**src/rtl/pipe_pkg.sv**
```systemverilog
// Shared encodings for the 5-stage pipeline: writeback source, next-PC op,
// EX forwarding select and the hazard controller state.
package pipe_pkg;

  localparam logic [1:0] WSEL_ALU = 2'd0;
  localparam logic [1:0] WSEL_RAM = 2'd1;
  localparam logic [1:0] WSEL_PC4 = 2'd2;
  localparam logic [1:0] WSEL_EXT = 2'd3;

  localparam logic [1:0] NPC_PC4  = 2'd0;
  localparam logic [1:0] NPC_BR   = 2'd1;
  localparam logic [1:0] NPC_JMP  = 2'd2;
  localparam logic [1:0] NPC_JALR = 2'd3;

  localparam logic [1:0] FWD_RF   = 2'd0;
  localparam logic [1:0] FWD_EX   = 2'd1;
  localparam logic [1:0] FWD_MEM  = 2'd2;
  localparam logic [1:0] FWD_WB   = 2'd3;

  typedef enum logic [1:0] {
    RUN      = 2'd0,
    MEM_WAIT = 2'd1,
    ERR      = 2'd2
  } state_t;

endpackage

```
**src/rtl/fwd_unit.sv**
```systemverilog
// Combinational EX operand source select for one register source; zero latency.
// Also flags a MEM-stage load match, whose data is not yet forwardable.
module fwd_unit
  import pipe_pkg::*;
(
  input  logic [4:0] src,
  input  logic       re,
  input  logic [4:0] ex_wR,
  input  logic       ex_rf_we,
  input  logic       ex_load,
  input  logic [4:0] mem_wR,
  input  logic       mem_rf_we,
  input  logic [1:0] mem_rf_wsel,
  input  logic [4:0] wb_wR,
  input  logic       wb_rf_we,
  output logic [1:0] sel,
  output logic       mem_load_hit
);

  always_comb begin
    sel          = FWD_RF;
    mem_load_hit = 1'b0;
    if (src != 5'd0 && re) begin
      if (ex_rf_we && ex_wR == src && !ex_load) begin
        sel = FWD_EX;
      end else if (mem_rf_we && mem_wR == src) begin
        // A MEM load shadows any older WB value for the same register.
        if (mem_rf_wsel != WSEL_RAM) sel = FWD_MEM;
        else                         mem_load_hit = 1'b1;
      end else if (wb_rf_we && wb_wR == src) begin
        sel = FWD_WB;
      end
    end
  end

endmodule

```
**src/rtl/pipe_hazard_ctrl.sv**
```systemverilog
// Pipeline hazard controller: combinational stall/flush/forward controls, RAM-wait FSM with watchdog.
// Optional HAZARD_PERF_EN adds load-use, RAM-wait and flush event counters.
module pipe_hazard_ctrl
  import pipe_pkg::*;
#(
  parameter int TIMEOUT_W   = 8,
  parameter int MEM_TIMEOUT = 200
) (
  input  logic        clk,
  input  logic        rst_n,
  input  logic [4:0]  id_rR1,
  input  logic [4:0]  id_rR2,
  input  logic        id_re1,
  input  logic        id_re2,
  input  logic [4:0]  ex_wR,
  input  logic        ex_rf_we,
  input  logic [1:0]  ex_rf_wsel,
  input  logic [4:0]  mem_wR,
  input  logic        mem_rf_we,
  input  logic [1:0]  mem_rf_wsel,
  input  logic [4:0]  wb_wR,
  input  logic        wb_rf_we,
  input  logic [1:0]  mem_npc_op,
  input  logic        mem_comp,
  input  logic        mem_access,
  input  logic        dram_ready,
  output logic        pc_stall,
  output logic        ifid_stall,
  output logic        ifid_flush,
  output logic        idex_stall,
  output logic        idex_flush,
  output logic        exmem_stall,
  output logic        exmem_flush,
  output logic        memwb_flush,
  output logic [1:0]  fwd_a,
  output logic [1:0]  fwd_b,
`ifdef HAZARD_PERF_EN
  output logic [31:0] lu_stall_cnt,
  output logic [31:0] mem_wait_cnt,
  output logic [31:0] flush_cnt,
`endif
  output logic        dram_err
);

  state_t               state;
  logic [TIMEOUT_W-1:0] wdog;
  logic                 ex_load, br_taken, ex_lu, hit_a, hit_b;
  logic [1:0]           sel_a, sel_b;
  logic                 ram_hold, stall_all, br_flush, lu_stall;

  assign ex_load  = ex_rf_we && (ex_rf_wsel == WSEL_RAM);
  assign br_taken = (mem_npc_op == NPC_JMP) || (mem_npc_op == NPC_JALR) ||
                    ((mem_npc_op == NPC_BR) && mem_comp);

  fwd_unit u_fwd_a (
    .src(id_rR1), .re(id_re1), .ex_wR(ex_wR), .ex_rf_we(ex_rf_we), .ex_load(ex_load),
    .mem_wR(mem_wR), .mem_rf_we(mem_rf_we), .mem_rf_wsel(mem_rf_wsel),
    .wb_wR(wb_wR), .wb_rf_we(wb_rf_we), .sel(sel_a), .mem_load_hit(hit_a)
  );

  fwd_unit u_fwd_b (
    .src(id_rR2), .re(id_re2), .ex_wR(ex_wR), .ex_rf_we(ex_rf_we), .ex_load(ex_load),
    .mem_wR(mem_wR), .mem_rf_we(mem_rf_we), .mem_rf_wsel(mem_rf_wsel),
    .wb_wR(wb_wR), .wb_rf_we(wb_rf_we), .sel(sel_b), .mem_load_hit(hit_b)
  );

  assign ex_lu = ex_load && (ex_wR != 5'd0) &&
                 ((id_re1 && id_rR1 == ex_wR) || (id_re2 && id_rR2 == ex_wR));

  // The RAM wait outranks the branch flush, which outranks load-use; a flush
  // held back by the wait surfaces on the dram_ready release cycle.
  always_comb begin
    ram_hold  = (state == ERR) ||
                ((state == MEM_WAIT) && !dram_ready) ||
                ((state == RUN) && mem_access && !dram_ready);
    stall_all = rst_n && ram_hold;
    br_flush  = rst_n && !ram_hold && br_taken;
    lu_stall  = rst_n && !ram_hold && !br_taken && (ex_lu || hit_a || hit_b);
  end

  assign pc_stall    = stall_all || lu_stall;
  assign ifid_stall  = stall_all || lu_stall;
  assign ifid_flush  = br_flush;
  assign idex_stall  = stall_all;
  assign idex_flush  = br_flush || lu_stall;
  assign exmem_stall = stall_all;
  assign exmem_flush = br_flush;
  // Keeps the frozen MEM instruction from writing back repeatedly while held.
  assign memwb_flush = stall_all;
  assign fwd_a       = rst_n ? sel_a : FWD_RF;
  assign fwd_b       = rst_n ? sel_b : FWD_RF;
  assign dram_err    = (state == ERR);

  always_ff @(posedge clk or negedge rst_n) begin
    if (!rst_n) begin
      state <= RUN;
      wdog  <= '0;
    end else begin
      case (state)
        RUN: begin
          if (mem_access && !dram_ready) begin
            state <= MEM_WAIT;
            wdog  <= '0;
          end
        end
        MEM_WAIT: begin
          if (dram_ready) begin
            state <= RUN;
          end else begin
            wdog <= wdog + 1'b1;
            if (wdog == TIMEOUT_W'(MEM_TIMEOUT - 1)) state <= ERR;
          end
        end
        default: state <= ERR;
      endcase
    end
  end

`ifdef HAZARD_PERF_EN
  always_ff @(posedge clk or negedge rst_n) begin
    if (!rst_n) begin
      lu_stall_cnt <= '0;
      mem_wait_cnt <= '0;
      flush_cnt    <= '0;
    end else begin
      if (lu_stall)           lu_stall_cnt <= lu_stall_cnt + 32'd1;
      if (state == MEM_WAIT)  mem_wait_cnt <= mem_wait_cnt + 32'd1;
      if (br_flush)           flush_cnt    <= flush_cnt + 32'd1;
    end
  end
`endif

endmodule
```
**config.mk**
```make
export PLATFORM = sky130hd
export DESIGN_NAME = pipe_hazard_ctrl
export DESIGN_NICKNAME = d
export VERILOG_FILES = /design/src/rtl/pipe_pkg.sv /design/src/rtl/fwd_unit.sv /design/src/rtl/pipe_hazard_ctrl.sv
export SDC_FILE = /design/constraint.sdc
export NUM_CORES = 1
export LEC_CHECK = 0
export ABC_AREA = 1
export BUFFER_PORTS_ARGS = -buffer_cell sky130_fd_sc_hd__buf_4
export CORE_ASPECT_RATIO = 1.1
export CORE_MARGIN = 1.5
export CORE_UTILIZATION = 35
export CTS_CLUSTER_SIZE = 10
export DETAILED_ROUTE_END_ITERATION = 16
export HOLD_SLACK_MARGIN = 0.1
export SYNTH_ARGS = -nofsm -noshare
export SYNTH_HDL_FRONTEND = slang
export SYNTH_SLANG_ARGS = --single-unit
```
**constraint.sdc**
```tcl
create_clock -name clk -period 3 [get_ports clk]
set_clock_uncertainty 0.15 [all_clocks]
set_input_delay 0.45 -clock clk [delete_from_list [all_inputs] [get_ports clk]]
set_output_delay 0.45 -clock clk [all_outputs]
set_load 0.005 [all_outputs]
```
== Word level (Yosys, flattened, before mapping) ==
Index checks and enable logic that the tools add are counted.
Widths: inputs -> output; s select.
Word-level totals
  register bits: 10
  input port bits: 41
Cells by class
  add/sub/neg operators: 1
  eq/ne operators: 19
  mux-type cells: 25
  reduce and logical (&&, ||, !) cells: 45
Operators with widths (number)
  $eq 5x5->1: 8
  $mux 2: 14
  $logic_and 1x1->1: 25
  $mux 8: 2
  $pmux 8 s2: 1
  $reduce_bool 5->1: 3
  $logic_or 1x1->1: 9
  $add 8x1->8 const B: 1
  $eq 8x8->1 const B: 1
  $mux 1: 7
  $eq 2x1->1 const B: 3
  $eq 2x2->1 const B: 3
  $logic_not 1->1: 4
  $ne 2x1->1 const B: 2
  $pmux 2 s2: 1
  $ne 3x2->1 const B: 1
  $reduce_and 3->1: 1
  $logic_not 2->1: 1
  $ne 2x2->1 const B: 1
  $reduce_and 2->1: 1
  $reduce_bool 2->1: 1

== Longest topological paths before layout ==
Gate-level depths: netlist of the first run.
  depth after elaboration: 10
  gate-level depth with buffers: 11
  mapped depth without buffers: 10

== Modules after synthesis ==
From an unflattened synthesis of the first run, not the netlist that was laid out.
Second synthesis, totals
  cell total of the unflattened synthesis: 327
  area, all modules: 1665.3 um^2
By module, submodules not included
  pipe_hazard_ctrl: times used 1, cells an instance 145, area an instance 867.1 um^2
  fwd_unit: times used 2, cells an instance 91, area an instance 399.1 um^2

== Least setup slack after synthesis of the first run ==
Ideal clock, no wire load.
  path type: input -> output
  start point: input port dram_ready
  end point: output port pc_stall
  data arrival time: 1296 ps
  required time: 2400 ps
  path slack: 1104 ps
  cell stages on the path: 8
  cell sequence: inv_2 > nand4_4 > nand2_2 > nor2_1 > nor2_1 > inv_1 > nand2_1 > buf_4
RTL lines
  start, declared: RTL line pipe_hazard_ctrl.sv:26  | input logic dram_ready,
  $logic_not 1->1 *: RTL line pipe_hazard_ctrl.sv:74, pipe_hazard_ctrl.sv:75
  $logic_and 1x1->1: RTL line pipe_hazard_ctrl.sv:74  | ((state == MEM_WAIT) && !dram_ready) ||
  $logic_or 1x1->1: RTL line pipe_hazard_ctrl.sv:73  | ram_hold = (state == ERR) ||
  $logic_or 1x1->1 *: RTL line pipe_hazard_ctrl.sv:74
  $logic_and 1x1->1 *: RTL line pipe_hazard_ctrl.sv:76  | stall_all = rst_n && ram_hold;
  net exmem_stall: RTL line pipe_hazard_ctrl.sv:32  | output logic exmem_stall,
  $logic_or 1x1->1 *
  end, declared: RTL line pipe_hazard_ctrl.sv:27  | output logic pc_stall,
The timed path passes the listed nets; every way through them passes the cells marked *.

== Worst setup path after layout of the first run ==
  start point: input port rst_n
  end point: output port fwd_b[0]
On the way
  longest elaborated chain between the ends: 1
Ends and longest elaborated chain
  start, declared: RTL line pipe_hazard_ctrl.sv:10  | input logic rst_n,
  $mux 2: RTL line pipe_hazard_ctrl.sv:91  | assign fwd_b = rst_n ? sel_b : FWD_RF;
  end, declared: RTL line pipe_hazard_ctrl.sv:36  | output logic [1:0] fwd_b,
No other way between the ends.

==> metrics list, run 1 <==
- GP Congestion: 0.8637
- For this design the static power due to leakage is 1.027 nW.
- The tree built by TritonCTS fans out to 10 sinks.
- Max VDD drop: 275.4 uV
- Headroom to the max-slew limit came out at 75.79%.
- In this run the horizontal extent of the chip is 61.11 um.
* Synth Instances: 228
- In the final routed layout, each cell accounts on average for 11.80 um.
- The worst hold path passes through 2 cells.
- Number of buffers added on ports: 53
* Maximum operating frequency: 406.2 MHz
- Site Rows: 23
- Worst Path Class, Setup: in2out
- Maximum fanout count along the critical path: 13
- Final Max Slew Viols: 0
* Via count of the first global-routing pass: 1467
- Average footprint of a synthesized cell: 5.702 um2
* Effective utilization at floorplan: 36.14%
* DR iter-0 viols: 73
* Post-detail-place hpwl: 3300 um
- The initial antenna violation count came to 0.
- The later pin in the worst-skew pair is clocked with a latency of 230 ps.
- After clock tree synthesis, the clock-pin slew on the worst setup and hold paths is 50 ps.
- Area inside the core boundary: 0.003597 mm2
- Wire length of the first global-routing pass: 6210 um
- The flow ran to the end, and the final reports show no timing, DRC or antenna violations.
- Hold path startpoint: dram_ready
* TritonCTS Buffers: 3
- In this run the biggest area consumer among cell types represents 21.66% of the synthesized area.
- ANT cells: 0
* Die H: 66.92 um
- For this run, the total global-route usage over all layers was measured as 19.80%.
- After global routing the overflow that remains totals 0.
- After the flow finishes, the layout carries non-filler instances totaling 332.
- Among all cell types in the netlist, the one instantiated most often is nand2_1.
- Area of the mapped netlist: 0.001300 mm2
- Total Nets Final: 325
- Worst reg2reg setup slack: 1530 ps
- The worst hold path terminates at state[1].
* Reg2Reg Depth: 7
- The number of placed instances, taps included, is 327.
- Power density of the placed cells: 251.4 mW/mm2
- Ys Warns: 0
* # Post-CTS Setup Buffers: 0
* Maximum Capacitance Violations: 0
* Clock tree from TritonCTS: done
- Actual slew at the worst max-slew pin: 360.4 ps
- Counting along the longest clock path gives a buffer depth of 2.
* Total Die Area: 0.004089 mm2
* Critical Path Source Type: primary input
- Cells with a size suffix above 1 make up 29.79% of the layout.
- STA puts the critical path data required time at 2400 ps.
* Number of flops mapped to enable cells by yosys: 0
- Share of synthesized area occupied by flip-flops and latches: 19.25%
* Total vias in the final route: 1580
- The worst path uses 82.07% of the clock period.
- Io pins: 54
- The most used flip-flop cell after synthesis is dfrtp_1.
- In this run the number of H-tree levels came out at 1.
* Setup repair after global routing missed its margin: no
- Sorting the synthesized cells by area gives the leading types as nand2_1 22%, dfrtp_1 19%, inv_1 9.5%.
- CTS placed an instance of clkbuf_8 at the clock tree root.
- The total count of hold-check failures in the final report is 0.
- The routed design has 3919 um of wire.
* End of the worst register-to-register path: wdog[6]
* Count of endpoints failing setup in the final report: 0
- The number of nets in the synthesized netlist is 270.
- Detailed Routing Iterations Pass 1: 4
- STA puts the critical path data arrival time at 1860 ps.
- The worst hold path belongs to the class in2reg.
- The worst setup path is captured at a primary output.
- Yosys reg bits: 10
- The worst register-to-register path begins at state[1].
- Largest net degree at the start of global routing: 14
- The netlist uses 31 different library cells.
* Most numerous cell types in the synthesized netlist: 75 x nand2_1, 33 x inv_1, 24 x nor2_1
- In this run the remaining antenna-violating nets after routing total 0.
* Critical path launch point: rst_n
- Accumulated negative setup slack: 0 ps
- Summed over all instances, the cell type with the most area after synthesis is nand2_1.
* Remaining routing DRC violations: 0
- Post-CTS Resized: 0
- Fin crit period: 2462 ps
* Async set or reset register ratio after synthesis: 100.0%
- The area growth from synthesis to layout is 38.11%.
- Via density per instance: 4.759
-- registers in the layout, indices dropped and copies added, names as in the netlist --
signal  flops
state       2
wdog        8
-- layout by cell type, fill, tap and decap left out, types with 3 or more instances in the layout --
cell | synthesis | layout
a21oi_1 | 6 | 6
buf_4 | 4 | 53
clkbuf_8 | 0 | 4
dfrtp_1 | 10 | 10
inv_1 | 33 | 33
inv_2 | 12 | 12
nand2_1 | 75 | 75
nand2_2 | 3 | 3
nand3_1 | 9 | 9
nand3_2 | 3 | 3
nand4_1 | 7 | 7
nor2_1 | 24 | 24
nor2_2 | 4 | 4
nor3_1 | 9 | 9
o21ai_0 | 4 | 4
xor2_1 | 4 | 4
-- metal layers --
| layer | vias to the layer above | global-route usage, % | wire, um |
|---|---|---|---|
| met5 | - | 0 | 0 |
| met1 | 701 | 24.01 | 1673 |
| met3 | 8 | 1.359 | 211 |
| li1 | 820 | - | - |
| met2 | 51 | 36.70 | 1988 |
| met4 | 0 | 4.620 | 46 |
-- kinds of logic (layout without fill, tap and decap cells) --
family	Yosys count	after routing	synth area share [%]
and+or+nand+nor	142	142	50.91
DFF	10	10	19.25
buffers and inverters	49	103	15.30
muxes	1	1	0.7700
xor gates and xnor gates	6	6	4.042
AOI/OAI and AO/OA	19	19	8.759
adders and majority gates	1	1	0.9623
-- area by class of cell --
class | count | area, um2
multi-input combinational | 169 | 850.8
timing repair buffer | 54 | 407.9
fill | 381 | 1802
clock buffer | 4 | 55.05
inverter | 45 | 168.9
tap | 50 | 62.56
sequential | 10 | 250.2
-- worst max-delay path by stage --
stage | to | slack [ps] | depth (start not counted)
floorplan | pc_stall | 1100 | 8
global placement | fwd_b[0] | 790 | 6
detailed placement | fwd_b[0] | 830 | 6
CTS | fwd_b[0] | 550 | 6
global route | ifid_stall | 460 | 7
finish | fwd_b[0] | 540 | 6
-- stage by stage --
stage / hold slack (ps) / utilization [%] / power, W / area, um2 / setup slack [ps]
finish: 262.9 / 49.91 / 0.0004513 / 1795 / 538.0
global route: 269.0 / 49.91 / 0.0004742 / 1795 / 459.2
CTS: 268.7 / 49.91 / 0.0004530 / 1795 / 548.2
detailed placement: 150.9 / 48.10 / 0.0002830 / 1730 / 828.6
global placement: 148.0 / 48.10 / 0.0002844 / 1730 / 788.2
floorplan: 4.409 / - / 0.0002057 / 1300 / 1104
-- report_power, final --
group          switching [W]  total, W  internal (W)
clock network      0.0000534  0.000169      0.000115
logic              0.0000790  0.000147     0.0000683
registers                  0  0.000135      0.000135
total               0.000132  0.000451      0.000319
-- worst max-delay path, stage by stage --
cell and delay, ps:
dlygate4sd3_1 530, buf_4 210, inv_1 100, nor2_1 140, a21boi_0 270, buf_4 160
-- timing repair --
item	4_1_cts	5_1_grt
endpoints found under the hold margin	10	0
hold buffers	1	0
endpoints found under the setup margin	0	0
No activity file was read; power rests on OpenSTA's default activity.
==> run 2, diff against run 1 <==
==> constraint.sdc (replaced) <==
create_clock -name clk -period 2.05 [get_ports clk]
set_clock_uncertainty 0.15 [all_clocks]
set_input_delay 0.3075 -clock clk [delete_from_list [all_inputs] [get_ports clk]]
set_output_delay 0.3075 -clock clk [all_outputs]
set_load 0.005 [all_outputs]
==> run 2 against run 1 <==
Against the previous run: hold slack worse by 140 ps; largest cell class unchanged; critical endpoint is now pc_stall; worst setup slack worse by 390 ps; die area stayed put; routed wire length is 3.8% lower; critical path type is now reg2out; power is 36% higher.
==> metrics list, run 2 (synthesized netlist as in run 1, its figures left out) <==
* Largest regs: wdog x8, state x2
- Post-Layout Cell Count: 337 (+1.5%)
- Site Rows: 23 (unchanged)
* Crit end category: primary output
- The I/O pin total came to 54 (unchanged).
- Post-placement cell area: 0.001738 mm2 (+0.43%)
- The total number of H-tree levels came to 1 (unchanged).
- The initial cell density of the core is 36.14% (unchanged).
* Critical Path Source Type: flop
* Horizontal die dimension: 61.11 um (unchanged)
- Power density of the placed cells: 329.5 mW/mm2 (+31%)
- Detailed Routing Iterations Pass 1: 4 (unchanged)
* Leak Pwr: 1.059 nW (+3.1%)
* Area taken by flip-flops and latches: 250.2 um2 (unchanged)
- Final Max Slew Viols: 0 (unchanged)
* Overall fraction of global-route tracks in use: 20.29% (+0.49 points)
* Multi-input combinational cell area: 883.3 um2 (+3.8%)
* Flip-flop count of the largest register, all copies and words added: 8 (unchanged)
* Worst-Skew Late Latency: 230 ps (about the same)
- # fillers: 384 (+0.79%)
- Final cycle utilization of the critical path: 92.67%
* Maximum Capacitance Violations: 0 (unchanged)
- Remaining antenna violation count after routing: 0 (unchanged)
- Count of endpoints failing setup in the final report: 0 (unchanged)
- Slew Limit Headroom: 68.48% (-7.3 points)
- Following the worst setup path forward leads to its endpoint at pc_stall.
* TritonCTS Buffers: 3 (unchanged)
- The worst voltage drop across the vdd grid was 513.5 uV (+86%).
- Most common cell after layout, fill and taps aside: nand2_1
- Accumulated negative setup slack: 0 ps (unchanged)
- Number of buffers added on ports: 53 (unchanged)
* Worst Path Class, Setup: reg2out
- In this run the critical register-to-register path is launched from state[0].
* Overall overflow remaining after global route: 0 (unchanged)
- Total vias in the final route: 1536 (-2.8%)
* Clock buffer depth: 2 (unchanged)
- Fin crit period: 1900 ps
* Via count of the first global-routing pass: 1465 (-0.14%)
* Worst Setup Slack, final: 150.3 ps (-387.7 ps)
- The area enclosed by the die boundary was 0.004089 mm2 (unchanged).
* Dpl ws: 181.9 ps (-646.7 ps)
- Hold crit path type: in2reg
- Area inside the core boundary: 0.003597 mm2 (unchanged)
- Share of final-layout standard cells stronger than drive strength 1: 32.75% (+3.0 points)
- Total Nets Final: 331 (+1.8%)
- Via density per instance: 4.558 (-4.2%)
- Post-detail-place hpwl: 3210 um (-2.7%)
- The total count of hold-check failures in the final report was 0 (unchanged).
- For this run, the top clock speed supported by timing is 526.4 MHz.
- Die H: 66.92 um (unchanged)
- The peak fanout along the critical path was 3 (-10).
* Routed wire length per instance: 11.18 um (-5.3%)
- In this run the worst setup path begins at state[0].
- Remaining routing DRC violations: 0 (unchanged)
- The data arrival time of the critical path is 1440 ps (-420 ps).
- The post-route cell area was 0.001859 mm2 (+3.6%).
- The area growth from synthesis to layout is 43.02%.
* Setup repair after global routing missed its margin: no
- Worst reg2reg setup slack: 560 ps (-970 ps)
- The first-pass GRT wire length was 6292 um (+1.3%).
- The final worst hold slack came to 122.6 ps (-140.3 ps).
- Outcome: complete, no violations
- CTS Root Buffer Type: clkbuf_8
- Reg with most FFs: wdog
* Reg2Reg Depth: 9 (+2)
- Required arrival time at the worst endpoint: 1590 ps (-810 ps)
- The clock transition at the registers of the reported paths was 50 ps (about the same).
- Number of antenna violations at the first check in global routing: 0 (unchanged)
- In the layout the commonest cells are 73 x nand2_1, 59 x buf_4, 33 x inv_1.
- The cell total after placement came to 328 (+0.31%).
- Actual slew at the worst max-slew pin: 471.2 ps (+110.7 ps)
- Num Clock Sinks: 10 (unchanged)
* DR iter-0 viols: 63 (-14%)
- The number of antenna cells inserted is 0 (unchanged).
- Largest net degree at the start of global routing: 11 (-3)
- In this run the critical register-to-register path is captured at wdog[6].
* Clock tree from TritonCTS: done
* Total Routed Length: 3769 um (-3.8%)
* GP Congestion: 0.8572 (-0.75%)
run 2: layer usage:
layer  track usage, %  part of all wire [%]
met5                0                     0
met4            8.696                   2.7
met3            1.748                   4.2
met2            36.30                    51
met1            23.86                    42
run 2: area by class of cell:
type,instances,share of cell area [%]
Inverter,45,9.085
Sequential cell,10,13.46
Multi-Input combinational cell,169,47.51
Timing Repair Buffer,60,24.36
Tap cell,50,3.365
Clock buffer,3,2.221
run 2: critical path, stage by stage, from the launching register on:
cell,delay (ps)
dfrtp_1,350
inv_2,50
buf_4,130
nand4_4,70
nand2_4,70
nor2_4,120
nand2_2,80
nor2_1,90
nand2_1,80
nand2_2,70
buf_4,100
run 2: power breakdown:
group	leakage, nW	internal (W)	switching [W]	total [W]
clock	0.0216	0.000128	0.0000715	0.000200
sequential	0.114	0.000198	0	0.000198
combinational	0.924	0.000100	0.000115	0.000215
run 2: per-stage QoR:
| stage | total power, W | util, % |
|---|---|---|
| floorplan | 0.0003011 | - |
| global placement | 0.0004154 | 48.31 |
| detailed placement | 0.0004119 | 48.31 |
| CTS | 0.0006165 | 49.95 |
| global route | 0.0006534 | 51.69 |
| finish | 0.0006127 | 51.69 |
run 2: worst min path at each step:
stage	from	cells past startpoint	endpoint
after floorplan	rst_n	0	state[0]
after global placement	rst_n	1	wdog[7]
after detailed placement	rst_n	1	wdog[6]
after CTS	dram_ready	2	state[1]
after global routing	dram_ready	2	state[1]
final	dram_ready	2	state[1]
run 2: what timing repair did:
item,CTS,global route
hold buffers,1,0
endpoints found under the setup margin,3,8
buffers inserted,0,5
endpoints found under the hold margin,10,0
gates resized for setup,2,7
pin swaps,0,3
==> run 3, diff against run 2 <==
--- a/config.mk
+++ b/config.mk
@@ -7,12 +7,16 @@
 export LEC_CHECK = 0
 export ABC_AREA = 1
 export BUFFER_PORTS_ARGS = -buffer_cell sky130_fd_sc_hd__buf_4
+export CELL_PAD_IN_SITES_DETAIL_PLACEMENT = 2
+export CELL_PAD_IN_SITES_GLOBAL_PLACEMENT = 2
 export CORE_ASPECT_RATIO = 1.1
 export CORE_MARGIN = 1.5
-export CORE_UTILIZATION = 35
+export CORE_UTILIZATION = 21
 export CTS_CLUSTER_SIZE = 10
 export DETAILED_ROUTE_END_ITERATION = 16
 export HOLD_SLACK_MARGIN = 0.1
+export PLACE_DENSITY_LB_ADDON = 0.1
+export SETUP_SLACK_MARGIN = 0.3
 export SYNTH_ARGS = -nofsm -noshare
 export SYNTH_HDL_FRONTEND = slang
 export SYNTH_SLANG_ARGS = --single-unit
==> run 3 against run 2 <==
Against the previous run: core utilization fell by 12 points; global-route usage fell by 3.4 points; critical path depth did not move; design area up 25%; sequential power hardly changed; clock power about the same; power up 18%; sequential share of layout area shrank 2.7 points; die area grew 63%; via count up 9.2%; first-iteration DRC count is 60% lower; flip-flop and latch count is the same.
==> metrics list, run 3 (synthesized netlist as in run 1, its figures left out) <==
- Leak Pwr: 1.185 nW (+12%)
- Remaining routing DRC violations: 0 (unchanged)
* Core occupancy in the finished layout: 39.57% (-12 points)
* Worst Hold Path EP: state[1]
- Broken down by cell family, the worst path's largest delay share belongs to simple AND/OR/NAND/NOR gates.
* Clock buffer depth: 2 (unchanged)
* Fin crit period: 2001 ps (+101.4 ps)
- The startpoint identified for the worst register-to-register timing path is state[1].
* End of the worst register-to-register path: wdog[6]
* Area inside the core boundary: 0.005878 mm2 (+63%)
- Maximum Capacitance Violations: 0 (unchanged)
- The die extent in y was 85.52 um (+28%).
- Crit end category: primary output
- Clock-pin slew on the worst setup and hold paths: 50 ps (about the same)
- The total setup violations reported at the end of the flow came to 0 (unchanged).
- The flip-flop and latch area was 250.2 um2 (unchanged).
* Maximum fanout count along the critical path: 3 (unchanged)
* Routed wire length per instance: 15.15 um (+35%)
* Via count of the first global-routing pass: 1789 (+22%)
- Most prevalent standard cell on the critical path: nand2_2
* # fillers: 711 (+85%)
- Leading cell types in the layout, fill and taps excluded: 51 x nand2_1, 49 x buf_4, 23 x inv_1, 23 x nand2_2, 14 x buf_6
- Reg with most FFs: wdog
* Total Die Area: 0.006672 mm2 (+63%)
- TritonCTS Buffers: 3 (unchanged)
* Most common cell after layout, fill and taps aside: nand2_1
- Largest net degree at the start of global routing: 11 (unchanged)
- WP depth: 10 (unchanged)
- H-tree depth: 1 (unchanged)
* Remaining antenna violation count after routing: 0 (unchanged)
- Overall overflow remaining after global route: 0 (unchanged)
* Top routing layer in use: met4
- The signal on the critical path passes through inv_2 -> nor2_2 -> nand2_2 -> nand2_2 -> nor2_4 -> nand2_2 -> nor2_2 -> nand2_2 -> nand2_2 -> buf_4.
- Overall fraction of global-route tracks in use: 16.86% (-3.4 points)
- The worst voltage drop across the vdd grid is 357.5 uV (-30%).
- Number of antenna violations at the first check in global routing: 0 (unchanged)
* Multi-input combinational cell area: 0.001076 mm2 (+22%)
- Met3 wire len: 155 um (-1.3%)
- The number of DRC markers after the initial detailed-route iteration is 25 (-60%).
- For this design, the slowest cell found on the critical path is dfrtp_1.
- Final Max Slew Viols: 0 (unchanged)
- Number of buffers added on ports: 53 (unchanged)
- Worst-Skew Late Latency: 230 ps (about the same)
* Post-detail-place hpwl: 4450 um (+39%)
* Share of final-layout standard cells stronger than drive strength 1: 52.17% (+19 points)
- The post-detailed-route via-to-cell ratio came to 4.463 (-2.1%).
- Detailed Routing Iterations Pass 1: 4 (unchanged)
- Slew Limit Headroom: 67.88% (-0.60 points)
- Power after layout: 0.0007226 W (+18%)
- The number of buffers and inverters on the critical path was 2 (-1).
- The hold-critical path depth was 2 (unchanged).
- The cell total after placement was 357 (+8.8%).
- Accumulated negative setup slack: 0 ps (unchanged)
* Maximum operating frequency: 499.7 MHz (-5.1%)
- Largest regs: wdog x8, state x2
* ANT cells: 0 (unchanged)
- The total clock sinks came to 10 (unchanged).
- Required arrival time at the worst endpoint: 1590 ps (about the same)
- Met1 WL: 2483 um (+56%)
- Routed met2 length: 3035 um (+58%)
- TritonCTS built the clock tree.
* Worst Path Class, Setup: reg2out
- The cell sitting at the root of the clock tree is a clkbuf_8.
- The die outline width is 78.02 um (+28%).
* Final number of hold-violating endpoints: 0 (unchanged)
* Actual slew at the worst max-slew pin: 480.2 ps (+9.023 ps)
* Arr. time, crit path: 1540 ps (+100 ps)
* Dpl ws: 123.6 ps (-58.34 ps)
* Total vias in the final route: 1678 (+9.2%)
- The register-to-register setup slack is 430 ps (-130 ps).
* Area added between synthesis and finish: 78.92%
* Site Rows: 29 (+26%)
* Reg2Reg Depth: 9 (unchanged)
* Io pins: 54 (unchanged)
- The first-pass GRT wire length is 8790 um (+40%).
- The run finished with clean final reports.
- Hold crit path type: in2reg
* Worst Setup Slack, final: 48.88 ps (-101.4 ps)
* Effective utilization at floorplan: 22.12% (-14 points)
* Setup repair after global routing missed its margin: yes
- The number of nets in the final layout was 343 (+3.6%).
- The part of the cycle the worst path needs is 97.62% (+4.9 points).
- GP Congestion: 0.7694 (-10%)
- Post-Layout Cell Count: 376 (+12%)
- STA classifies the critical path startpoint as a flop.
- The longest individual stage delay on the worst path is 390 ps (+40 ps).
* Total Routed Length: 5695 um (+51%)
- The power per unit of standard cell area came to 310.7 mW/mm2 (-5.7%).
- Hold path startpoint: dram_ready
- Flip-flop count of the largest register, all copies and words added: 8 (unchanged)
==> run 3: stage by stage <==
stage | area (um2) | hold slack (ps)
after global placement | 1787 | 10.66
after detailed placement | 1787 | 8.795
final | 2326 | 129.7
after global routing | 2326 | 127.5
after CTS | 2062 | 126.8
after floorplan | 1300 | -138.1
==> run 3: repair_timing <==
action / in CTS / in global routing
gates cloned: 0 / 0
setup endpoints to repair: 12 / 12
buffers inserted: 6 / 9
resized for setup: 59 / 58
pin swaps: 20 / 26
hold buffers: 1 / 0
hold endpoints to repair: 10 / 0
==> run 3: layout make-up <==
class	instances	share of cell area, %
multi-input combinational	169	46.26
inverter	45	8.445
tap	77	4.142
sequential	10	10.76
timing repair buffer	72	28.62
clock buffer	3	1.775
==> run 3: routing by layer <==
metal	vias to the layer above	global-route usage, %
li1	849	-
met1	797	21.44
met2	28	31.54
met3	4	2.021
met4	0	1.461
met5	-	0
==> run 3: worst max path at each step <==
stage	slack, ps	start	end
3_3_place_gp	150	ex_wR[1]	ifid_stall
3_5_place_dp	120	mem_wR[4]	ifid_stall
4_1_cts	120	state[0]	ifid_stall
2_1_floorplan	360	state[1]	pc_stall
6_report	50	state[0]	ifid_stall
5_1_grt	-20	state[0]	pc_stall
==> run 3: power breakdown <==
group / switching [W] / internal, W
clock network: 0.0000741 / 0.000128
registers: 0 / 0.000198
logic: 0.000169 / 0.000153
total: 0.000243 / 0.000480
